File: src/rtl/dotproduct_stream.sv
// -----------------------------------------------------------------------------
// dotproduct_stream
//
// Streaming, pipelined signed dot-product engine. Vectors arrive as a sequence
// of N-lane beats over a valid/ready handshake. Each beat's lane products are
// reduced in stage S1. Stage S2 accumulates the beat sums and emits one result
// per vector, together with its beat count.
//
// Optional feature macro: DOTPRODUCT_SAT_EN
//   defined   : the accumulator saturates. Any clamp raises the sticky ovf flag
//               for that vector.
//   undefined : the accumulator wraps modulo 2^ACC_WIDTH, and ovf stays 0.
//
// Ports:
//   clk        in   clock, all state updates on the rising edge
//   rst        in   synchronous active-high reset
//   in_valid   in   beat offered
//   in_ready   out  beat can be accepted this cycle
//   in_last    in   offered beat closes its vector
//   x, w       in   packed signed operands/weights, lane i at [i*DATA_WIDTH +: DATA_WIDTH]
//   out_valid  out  result held on dp/beats/ovf
//   out_ready  in   consumer accepts result
//   dp         out  signed dot product of the completed vector
//   beats      out  beats in that vector (saturating)
//   ovf        out  accumulator saturated during that vector
// -----------------------------------------------------------------------------
module dotproduct_stream #(
    parameter int N          = 4,
    parameter int DATA_WIDTH = 8,
    parameter int ACC_WIDTH  = 24,
    parameter int CNT_WIDTH  = 16
) (
    input  logic                      clk,
    input  logic                      rst,
    input  logic                      in_valid,
    output logic                      in_ready,
    input  logic                      in_last,
    input  logic [N*DATA_WIDTH-1:0]   x,
    input  logic [N*DATA_WIDTH-1:0]   w,
    output logic                      out_valid,
    input  logic                      out_ready,
    output logic [ACC_WIDTH-1:0]      dp,
    output logic [CNT_WIDTH-1:0]      beats,
    output logic                      ovf
);

    localparam int PW = 2 * DATA_WIDTH;

    // ---------------------------------------------------------------- S1 reduce
    // Each lane operand is widened to full product precision before the
    // multiply, so every product is exact.
    logic signed [PW-1:0]        prod [N];
    logic signed [ACC_WIDTH-1:0] part_next;

    generate
        for (genvar gi = 0; gi < N; gi++) begin : g_lane
            logic signed [PW-1:0] xs;
            logic signed [PW-1:0] ws;
            assign xs = PW'($signed(x[gi*DATA_WIDTH +: DATA_WIDTH]));
            assign ws = PW'($signed(w[gi*DATA_WIDTH +: DATA_WIDTH]));
            assign prod[gi] = xs * ws;
        end
    endgenerate

    // The width requirement on ACC_WIDTH keeps this adder tree exact.
    always_comb begin
        part_next = '0;
        for (int i = 0; i < N; i++) begin
            part_next = part_next + ACC_WIDTH'(prod[i]);
        end
    end

    logic                        s1_valid_reg;
    logic                        s1_last_reg;
    logic signed [ACC_WIDTH-1:0] part_reg;

    // ------------------------------------------------------------ S2 accumulate
    logic signed [ACC_WIDTH-1:0] acc_reg;
    logic [CNT_WIDTH-1:0]        cnt_reg;
    logic                        first_reg;
    logic                        sticky_reg;
    logic                        out_valid_reg;
    logic [ACC_WIDTH-1:0]        dp_reg;
    logic [CNT_WIDTH-1:0]        beats_reg;
    logic                        ovf_reg;

    logic signed [ACC_WIDTH-1:0] base;
    logic signed [ACC_WIDTH-1:0] sum_next;
    logic [CNT_WIDTH-1:0]        cnt_base;
    logic [CNT_WIDTH-1:0]        cnt_next;
    logic                        clamp;
    logic                        sticky_next;
    logic                        stall;

    // The first beat of a vector starts from zero instead of the stale accumulator.
    assign base     = first_reg ? '0 : acc_reg;
    assign cnt_base = first_reg ? '0 : cnt_reg;
    assign cnt_next = (&cnt_base) ? cnt_base : cnt_base + CNT_WIDTH'(1);

`ifdef DOTPRODUCT_SAT_EN
    // One extra bit of headroom exposes signed overflow as a mismatch of the two MSBs.
    logic signed [ACC_WIDTH:0] sum_wide;
    assign sum_wide = {base[ACC_WIDTH-1], base} + {part_reg[ACC_WIDTH-1], part_reg};
    assign clamp    = sum_wide[ACC_WIDTH] != sum_wide[ACC_WIDTH-1];
    always_comb begin
        sum_next = sum_wide[ACC_WIDTH-1:0];
        if (clamp) begin
            // A negative overflow clamps to the minimum, a positive one to the maximum.
            sum_next = sum_wide[ACC_WIDTH] ? {1'b1, {(ACC_WIDTH-1){1'b0}}}
                                           : {1'b0, {(ACC_WIDTH-1){1'b1}}};
        end
    end
`else
    assign sum_next = base + part_reg;
    assign clamp    = 1'b0;
`endif

    assign sticky_next = (first_reg ? 1'b0 : sticky_reg) | clamp;

    // A finished vector waiting in S1 cannot move into a result slot that is
    // still occupied, so the whole pipe freezes.
    assign stall    = s1_valid_reg && s1_last_reg && out_valid_reg && !out_ready;
    assign in_ready = !rst && !stall;

    always_ff @(posedge clk) begin
        if (rst) begin
            s1_valid_reg  <= 1'b0;
            s1_last_reg   <= 1'b0;
            part_reg      <= '0;
            acc_reg       <= '0;
            cnt_reg       <= '0;
            first_reg     <= 1'b1;
            sticky_reg    <= 1'b0;
            out_valid_reg <= 1'b0;
            dp_reg        <= '0;
            beats_reg     <= '0;
            ovf_reg       <= 1'b0;
        end else if (!stall) begin
            // S1: in_ready is high in this branch, so in_valid alone means accept.
            s1_valid_reg <= in_valid;
            if (in_valid) begin
                s1_last_reg <= in_last;
                part_reg    <= part_next;
            end

            // A consume clears the output, but a load later in this block overrides the clear.
            if (out_valid_reg && out_ready) begin
                out_valid_reg <= 1'b0;
            end

            // S2
            if (s1_valid_reg) begin
                if (s1_last_reg) begin
                    dp_reg        <= sum_next;
                    beats_reg     <= cnt_next;
                    ovf_reg       <= sticky_next;
                    out_valid_reg <= 1'b1;
                    first_reg     <= 1'b1;
                end else begin
                    acc_reg    <= sum_next;
                    first_reg  <= 1'b0;
                end
                cnt_reg    <= cnt_next;
                sticky_reg <= sticky_next;
            end
        end
    end

    assign out_valid = out_valid_reg;
    assign dp        = dp_reg;
    assign beats     = beats_reg;
    assign ovf       = ovf_reg;

endmodule

File: config.mk
export PLATFORM = sky130hd
export DESIGN_NAME = dotproduct_stream
export DESIGN_NICKNAME = d
export VERILOG_FILES = /design/src/rtl/dotproduct_stream.sv
export SDC_FILE = /design/constraint.sdc
export NUM_CORES = 1
export LEC_CHECK = 0
export BUFFER_PORTS_ARGS = -buffer_cell sky130_fd_sc_hd__clkbuf_2
export CAP_MARGIN = 20
export CORE_ASPECT_RATIO = 1.4
export CORE_MARGIN = 8
export CORE_UTILIZATION = 60
export DETAILED_ROUTE_END_ITERATION = 8
export PLACE_DENSITY = 0.87
export REMOVE_ABC_BUFFERS = 1
export SYNTH_ARGS = -nofsm -noshare
export SYNTH_HDL_FRONTEND = slang
export SYNTH_SLANG_ARGS = --single-unit
File: constraint.sdc
create_clock -name clk -period 9.2 [get_ports clk]
set_clock_uncertainty 0.15 [all_clocks]
set_input_delay 0.46 -clock clk [delete_from_list [all_inputs] [get_ports clk]]
set_output_delay 0.46 -clock clk [all_outputs]
set_load 0.03 [all_outputs]
Word-level counts from Yosys, hierarchy flattened
Index checks and enable logic that the tools add are counted.
{"block": "totals", "ff_bits": 110, "latchBits": 0, "ramBits": 0, "mem_bits_ro": 0, "in_bits": 69, "out_inout_bits": 43, "n_memories": 0}
{"block": "classes", "add_sub_neg": 5, "multipliers": 4, "div_mod_pow": 0, "n_lt_le_gt_ge": 0, "n_eq_ne": 0, "shifts": 0, "mux": 8, "bitwise": 2, "n_reduce_logical": 13}
{"op": "multiplier 8 x 8 -> 16 bit", "count": 4}
{"op": "two-way mux 16 bit", "count": 2}
{"op": "adder 24 bit", "count": 1}
{"op": "two-way mux 24 bit", "count": 1}
{"op": "adder 18 x 16 -> 19 bit", "count": 1}
{"op": "adder 17 x 16 -> 18 bit", "count": 1}
{"op": "adder 16 x 16 -> 17 bit", "count": 1}
{"op": "adder 16 x 1 -> 16 bit, second input constant", "count": 1}
{"op": "AND reduction 16 bit", "count": 1}
{"op": "AND reduction 3 bit", "count": 2}
{"op": "logical AND 1 bit", "count": 5}
{"op": "two-way mux 1 bit", "count": 5}
{"op": "AND reduction 2 bit", "count": 2}
{"op": "logical NOT 1 bit", "count": 3}
{"op": "inverter 1 bit", "count": 2}

Longest topological paths before layout
Gate-level depths: netlist of run 1.
{"block": "depth", "ltp_word": 5, "depth_mapped": 26}

Worst setup path after synthesis of run 1
OpenSTA, ideal clock, no wires.
{"block": "synth_timing", "path_type": "input to register", "startpoint": "input port x[15]", "endpoint": "register part_reg[17]", "setup_time_ps": 70, "t_arrival_ps": 6480, "required_time_ps": 8980, "path_slack_ps": 2499, "path_stages": 22, "n_path_buf": 0, "path_cell_list": "and2_1 inv_1 fa_1 fa_1 inv_1 fa_1 fa_1 fa_1 fa_1 inv_1 fa_1 fa_1 inv_1 ha_1 o21ai_0 o21bai_1 a31o_2 a221o_1 a41oi_1 xnor2_1 nand2_1 a21oi_1"}
{"block": "synth_between", "elab_chain_cells": 4}
{"item": "from (decl)", "line_no": "38", "rtl": "input logic [N*DATA_WIDTH-1:0] x,"}
{"item": "multiplier 8 x 8 -> 16 bit", "line_no": "61", "rtl": "assign prod[gi] = xs * ws;"}
{"item": "adder 16 x 16 -> 17 bit", "line_no": "69", "rtl": "part_next = part_next + ACC_WIDTH'(prod[i]);"}
{"item": "adder 17 x 16 -> 18 bit", "line_no": "69"}
{"item": "adder 18 x 16 -> 19 bit", "line_no": "69"}
{"item": "to (signal assigned)", "line_no": "143", "rtl": "part_reg <= part_next;"}
{"item": "to (decl)", "line_no": "75", "rtl": "logic signed [ACC_WIDTH-1:0] part_reg;"}
Every way passes these cells.
A chain may end at the register's enable or synchronous reset.

Worst setup path after layout of run 1
Ends and elaborated chain as after synthesis.

==> impl_metrics.tcl, run 1 <==
set metrics [dict create \
    period_share 0.764 \
    wl_mm 39.5 \
    cts_htree_levels 3 \
    dp_hpwl_mm 33.9 \
    cts_buffer_depth 2 \
    start_kind "input pin" \
    grt_pass1_wl_mm 66.1 \
    ys_seq_elements 105 \
    gp_congestion 0.932 \
    finalSetupTns_ns 0 \
    finalMaxSlewViolations 0 \
    start_util 0.605 \
    grt_pass1_vias 14100 \
    cts_sinks 105 \
    layout_commonest_cell "inv_1" \
    cts_root_buf "clkbuf_16" \
    grt_start_max_net_pins 76 \
    rows 72 \
    cts_setup_buffers 0 \
    first_pass_iters 5 \
    clk_latency_ns 0.34 \
    reg2reg_setup_slack_ns 5.30 \
    grt_use_total 0.250 \
    layout.nets 2437 \
    ys_types 61 \
    status "finished, final reports clean" \
    io_buffer_count 111 \
    die_w_um 156 \
    synth_warnings 0 \
    vias 12600 \
    antenna_found_initial 0 \
    viasPerCell 5.48 \
    rsz0062_at_grt "no" \
    drtAntennaViolNets 0 \
    io_pins 112 \
    hp-class "in2reg" \
    setup-violations-final 0 \
    syn2layout_area_growth_pct 7.26 \
    drive_gt1_frac 0.0770 \
    routedWlPerCell_um 17.2 \
    synth.cell_area_mm2 0.0166 \
    cts_made_buffers 9 \
    ys.flop_type "dfxtp_1" \
    crit_fanout 8 \
    postSynthCellCount 1837 \
    ctsResizeCount 0 \
    ctsHoldBuffers 0 \
    synthTopCellsByArea "fa_1 (40%), dfxtp_1 (13%), ha_1 (9.3%), inv_1 (8.5%), and2_1 (5.2%)" \
    crit_arrival_ns 7.16 \
    synth-async-reset-ratio 0 \
    drv_cap 0 \
    finalHoldViolations 0 \
    yosysTopAreaCell "fa_1" \
    period_minus_slack_ns 7.03 \
    core_mm2 0.0274 \
    die_y_um 213 \
    tightest_slew_ns 1.05 \
    final_cell_mix "inv_1 (376), fa_1 (327), nand2_1 (225), and2_1 (137), ha_1 (123)" \
    drt_iter0_drc 561 \
    fmax_mhz 142 \
    overflow 0 \
    worstSetupEndpointType "register" \
    dieArea_mm2 0.0333 \
    netlist.area_leader.share 0.395 \
    avgSynthCellArea_um2 9.02 \
    post-route-drc-count 0 \
    synth-edff-count 0 \
    slew_headroom 0.300 \
    criticalPathCategory "in2reg" \
    ys_seq_area_frac 0.127 \
    clk_transition_reported_paths_ns 0.07 \
    cp.required_ns 9.33 \
    cts_tree "built" \
]
-- metal layers --
| layer | GRT usage | share of wire |
|---|---|---|
| met4 | 0.179 | 0.075 |
| met5 | 0 | 0 |
| met2 | 0.469 | 0.55 |
| met3 | 0.0264 | 0.043 |
| met1 | 0.252 | 0.33 |
-- path summary, 6_finish.rpt --
| path | cells after the start | start | to |
|---|---|---|---|
| worst max register to register | 13 | first_reg | dp[22] |
| worst min-delay path | 3 | in_last | s1_last_reg |
| worst max-delay path | 23 | x[15] | part_reg[17] |
| worst min register to register | 2 | acc_reg[19] | acc_reg[19] |
-- cell type report --
class / instances / area (um^2)
diodes: 1 / 2.50
clock inverters: 5 / 36.3
well taps: 370 / 463
flip-flops and latches: 105 / 2100
fillers: 2225 / 9620
inverters: 376 / 1410
multi-input cells: 1308 / 12900
clock buffers: 11 / 243
repair buffers: 118 / 631
-- cells in the mapped netlist (all sizes together), types with 2 or more instances --
master	count
nand2	225
nand3b	11
o211ai	2
o21ba	2
o21a	6
clkbuf	44
xnor2	39
a41oi	2
nand3	17
a31o	3
a2bb2oi	2
nor3	19
nand4	5
or4	2
a311oi	2
nand2b	24
o31a	2
or3	3
a211o	2
inv	376
and4b	4
o21bai	8
a31oi	2
o21ai	28
and2	137
a211oi	22
a221o	2
nor2	90
a21oi	86
mux2i	4
xor2	16
fa	327
dfxtp	105
ha	123
o311ai	3
and3	4
o31ai	6
nor2b	45
buf	4
a22oi	7
a21o	12
o41ai	2
-- critical path, stage by stage --
cell      delay (ns)
clkbuf_2        0.16
and2_1          0.50
inv_1           0.13
fa_1            0.48
fa_1            0.56
inv_1           0.07
fa_1            0.55
fa_1            0.43
fa_1            0.49
fa_1            0.50
inv_1           0.05
fa_1            0.46
fa_1            0.49
inv_1           0.04
ha_1            0.31
o21ai_0         0.12
o21bai_1        0.12
a31o_2          0.29
a221o_1         0.35
a41oi_1         0.26
xnor2_1         0.15
nand2_1         0.07
a21oi_1         0.11
-- stage by stage --
step | utilization | instance area [um^2] | hold WS (ns) | std cells | setup WS (ns)
after global routing | 0.649 | 17800 | 0.264 | 2293 | 1.85
after floorplan | - | 16400 | 0.276 | 1789 | 2.48
final | 0.649 | 17800 | 0.257 | 2294 | 2.17
after detailed placement | 0.638 | 17500 | 0.293 | 2276 | 1.78
after CTS | 0.648 | 17700 | 0.226 | 2292 | 2.15
after global placement | 0.638 | 17500 | 0.286 | 2276 | 1.97
-- logic make-up (layout without fill, tap and decap cells) --
group           count (synthesis)  in the layout  share of synthesized area
buf+inv                       424            510                     0.0961
fa+ha+maj                     450            450                      0.488
flops                         105            105                      0.127
mux                             5              5                    0.00310
compound gates                207            207                     0.0805
other cells                     0              1                          0
xor+xnor                       55             55                     0.0291
simple gates                  591            591                      0.176
Power of run 1 is left out: the tool's default activity adds up to more than one toggle a clock period on the data nets, which glitch-free logic cannot reach.
==> run 2: changes to the inputs <==
- CORE_UTILIZATION: 60 -> 58
- PLACE_DENSITY: 0.87 -> 0.88
- clock period: 9.2 -> 5.7 ns (I/O delays scaled with it)
==> run 2 against run 1 <==
  * The flow now finishes with violations (setup timing)
  * Sequential share of layout area decreased by 1.2 points
  * Wire length is 19% higher
  * Flip-flop and latch count unchanged
  * Final cell count rose by 6.7%
==> impl_metrics.tcl, run 2 (synthesis gave the netlist of run 1 again) <==
set metrics [dict create \
    syn2layout_area_growth_pct 19.4 \
    crit_arrival_ns 6.65 \
    antenna_found_initial 3 \
    layout.nets 2583 \
    wl_mm 47.1 \
    worstSetupEndpointType "register" \
    io_buffer_count 111 \
    final_cell_mix "inv_1 (340), fa_1 (306), nand2_1 (208), buf_4 (134), ha_1 (112)" \
    crit_cells 24 \
    criticalPathCategory "in2reg" \
    gp_congestion 0.932 \
    cts_buffer_depth 2 \
    grt_pass1_wl_mm 74.8 \
    timing.reg2reg.worst_path_depth 12 \
    drive_gt1_frac 0.208 \
    r2r_start "first_reg" \
    drv_cap 0 \
    start_kind "input pin" \
    critPathBufInv 7 \
    rsz0062_at_grt "yes" \
    drt_iter0_drc 840 \
    start_util 0.587 \
    finalHoldViolations 0 \
    path_common_cell "fa_1" \
    vias 13700 \
    finalNonFillerCells 2447 \
    setup.worst_path.start "x[27]" \
    overflow 0 \
    setup-violations-final 12 \
    drtAntennaViolNets 0 \
    fin_util 0.701 \
    period_share 1.14 \
    clk_latency_ns 0.35 \
    core_mm2 0.0282 \
    max_stage_delay_ns 0.56 \
    die_w_um 159 \
    slew_headroom 0.261 \
    crit_family "adder cells" \
    cts_htree_levels 3 \
    cp.required_ns 5.84 \
    violations "setup timing" \
    hp-class "in2reg" \
    fin_ws_ns -0.810 \
    crit_fanout 5 \
    tightest_slew_ns 1.11 \
    dp_hpwl_mm 36.0 \
    layout_commonest_cell "inv_1" \
    fmax_mhz 154 \
    cts_tree "built" \
    finalMaxSlewViolations 0 \
    grt_pass1_vias 15300 \
    clk_transition_reported_paths_ns 0.07 \
    ctsHoldBuffers 0 \
    routedWlPerCell_um 19.2 \
    dp_slack_ns -1.29 \
    rows 73 \
    viasPerCell 5.58 \
    crit_chain "clkbuf_16 -> buf_6 -> and2_4 -> fa_1 -> fa_1 -> inv_2 -> fa_1 -> inv_2 -> fa_1 -> fa_1 -> fa_1 -> inv_2 -> fa_1 -> fa_1 -> inv_2 -> ha_4 -> buf_6 -> nand4_1 -> nand3_4 -> a31oi_4 -> o21ai_2 -> o41ai_2 -> or4_1 -> nand3_1" \
    post-route-drc-count 0 \
    slowest_stage "fa_1" \
    dp_cells 2409 \
    io_pins 112 \
    cts_sinks 105 \
    grt_use_total 0.272 \
    first_pass_iters 6 \
    period_minus_slack_ns 6.51 \
    r2r_end "acc_reg[12]" \
    status "finished with violations" \
    grt_start_max_net_pins 62 \
    endpoint "part_reg[22]" \
    die_y_um 216 \
    dieArea_mm2 0.0343 \
    cts_made_buffers 9 \
    cts_root_buf "clkbuf_16" \
    reg2reg_setup_slack_ns 1.87 \
]
run 2: changes by cell type in the layout (fill, tap and decap cells not counted), moves of 18 or more:
cell	delta
buf_6	+18
and2_4	+25
and2_1	-26
clkbuf_2	-39
fa_2	+21
inv_2	+36
buf_4	+127
fa_1	-21
inv_1	-36
run 2: metal layers:
| layer | GRT usage | part of all wire | up-vias |
|---|---|---|---|
| met3 | 0.0486 | 0.054 | 254 |
| met5 | 0 | 0 | - |
| li1 | - | - | 6080 |
| met2 | 0.510 | 0.54 | 561 |
| met4 | 0.225 | 0.092 | 0 |
| met1 | 0.252 | 0.32 | 6756 |
run 2: how the worst min path moves through the flow:
stage | from | to | slack, ns | cells after the start
5_1_grt | in_valid | s1_valid_reg | 0.09 | 3
6_report | in_valid | s1_valid_reg | 0.05 | 3
3_3_place_gp | acc_reg[8] | acc_reg[8] | 0.29 | 2
3_5_place_dp | acc_reg[14] | acc_reg[14] | 0.30 | 2
4_1_cts | in_last | s1_last_reg | 0.05 | 3
2_1_floorplan | rst | acc_reg[0] | 0.20 | 1
run 2: area by class of cell:
cell class | instances | area (um^2)
diodes | 3 | 7.51
clock buffers | 10 | 239
clock inverters | 6 | 83.8
fillers | 1909 | 8450
inverters | 376 | 1410
multi-input cells | 1308 | 13300
flip-flops and latches | 105 | 2100
well taps | 375 | 469
repair buffers | 264 | 2120
run 2: tightest hold or removal path: stages:
cell	delay (ns)
clkbuf_2	0.11
nor2_1	0.05
nor2_1	0.08
run 2: metrics by stage:
stage	area, um^2	hold slack, ns	setup TNS (ns)
after floorplan	16400	0.204	-5.07
after global placement	18500	0.287	-9.02
after detailed placement	18500	0.296	-10.89
after CTS	19600	0.0521	-3.96
after global routing	19800	0.0900	-8.12
final	19800	0.0546	-6.15
run 2: timing repair:
| action | in CTS | in global routing |
|---|---|---|
| setup buffers | 20 | 8 |
| setup endpoints to repair | 12 | 13 |
| pin swaps | 86 | 41 |
| gates resized for setup | 171 | 74 |
Power of run 2 is left out for the same reason.
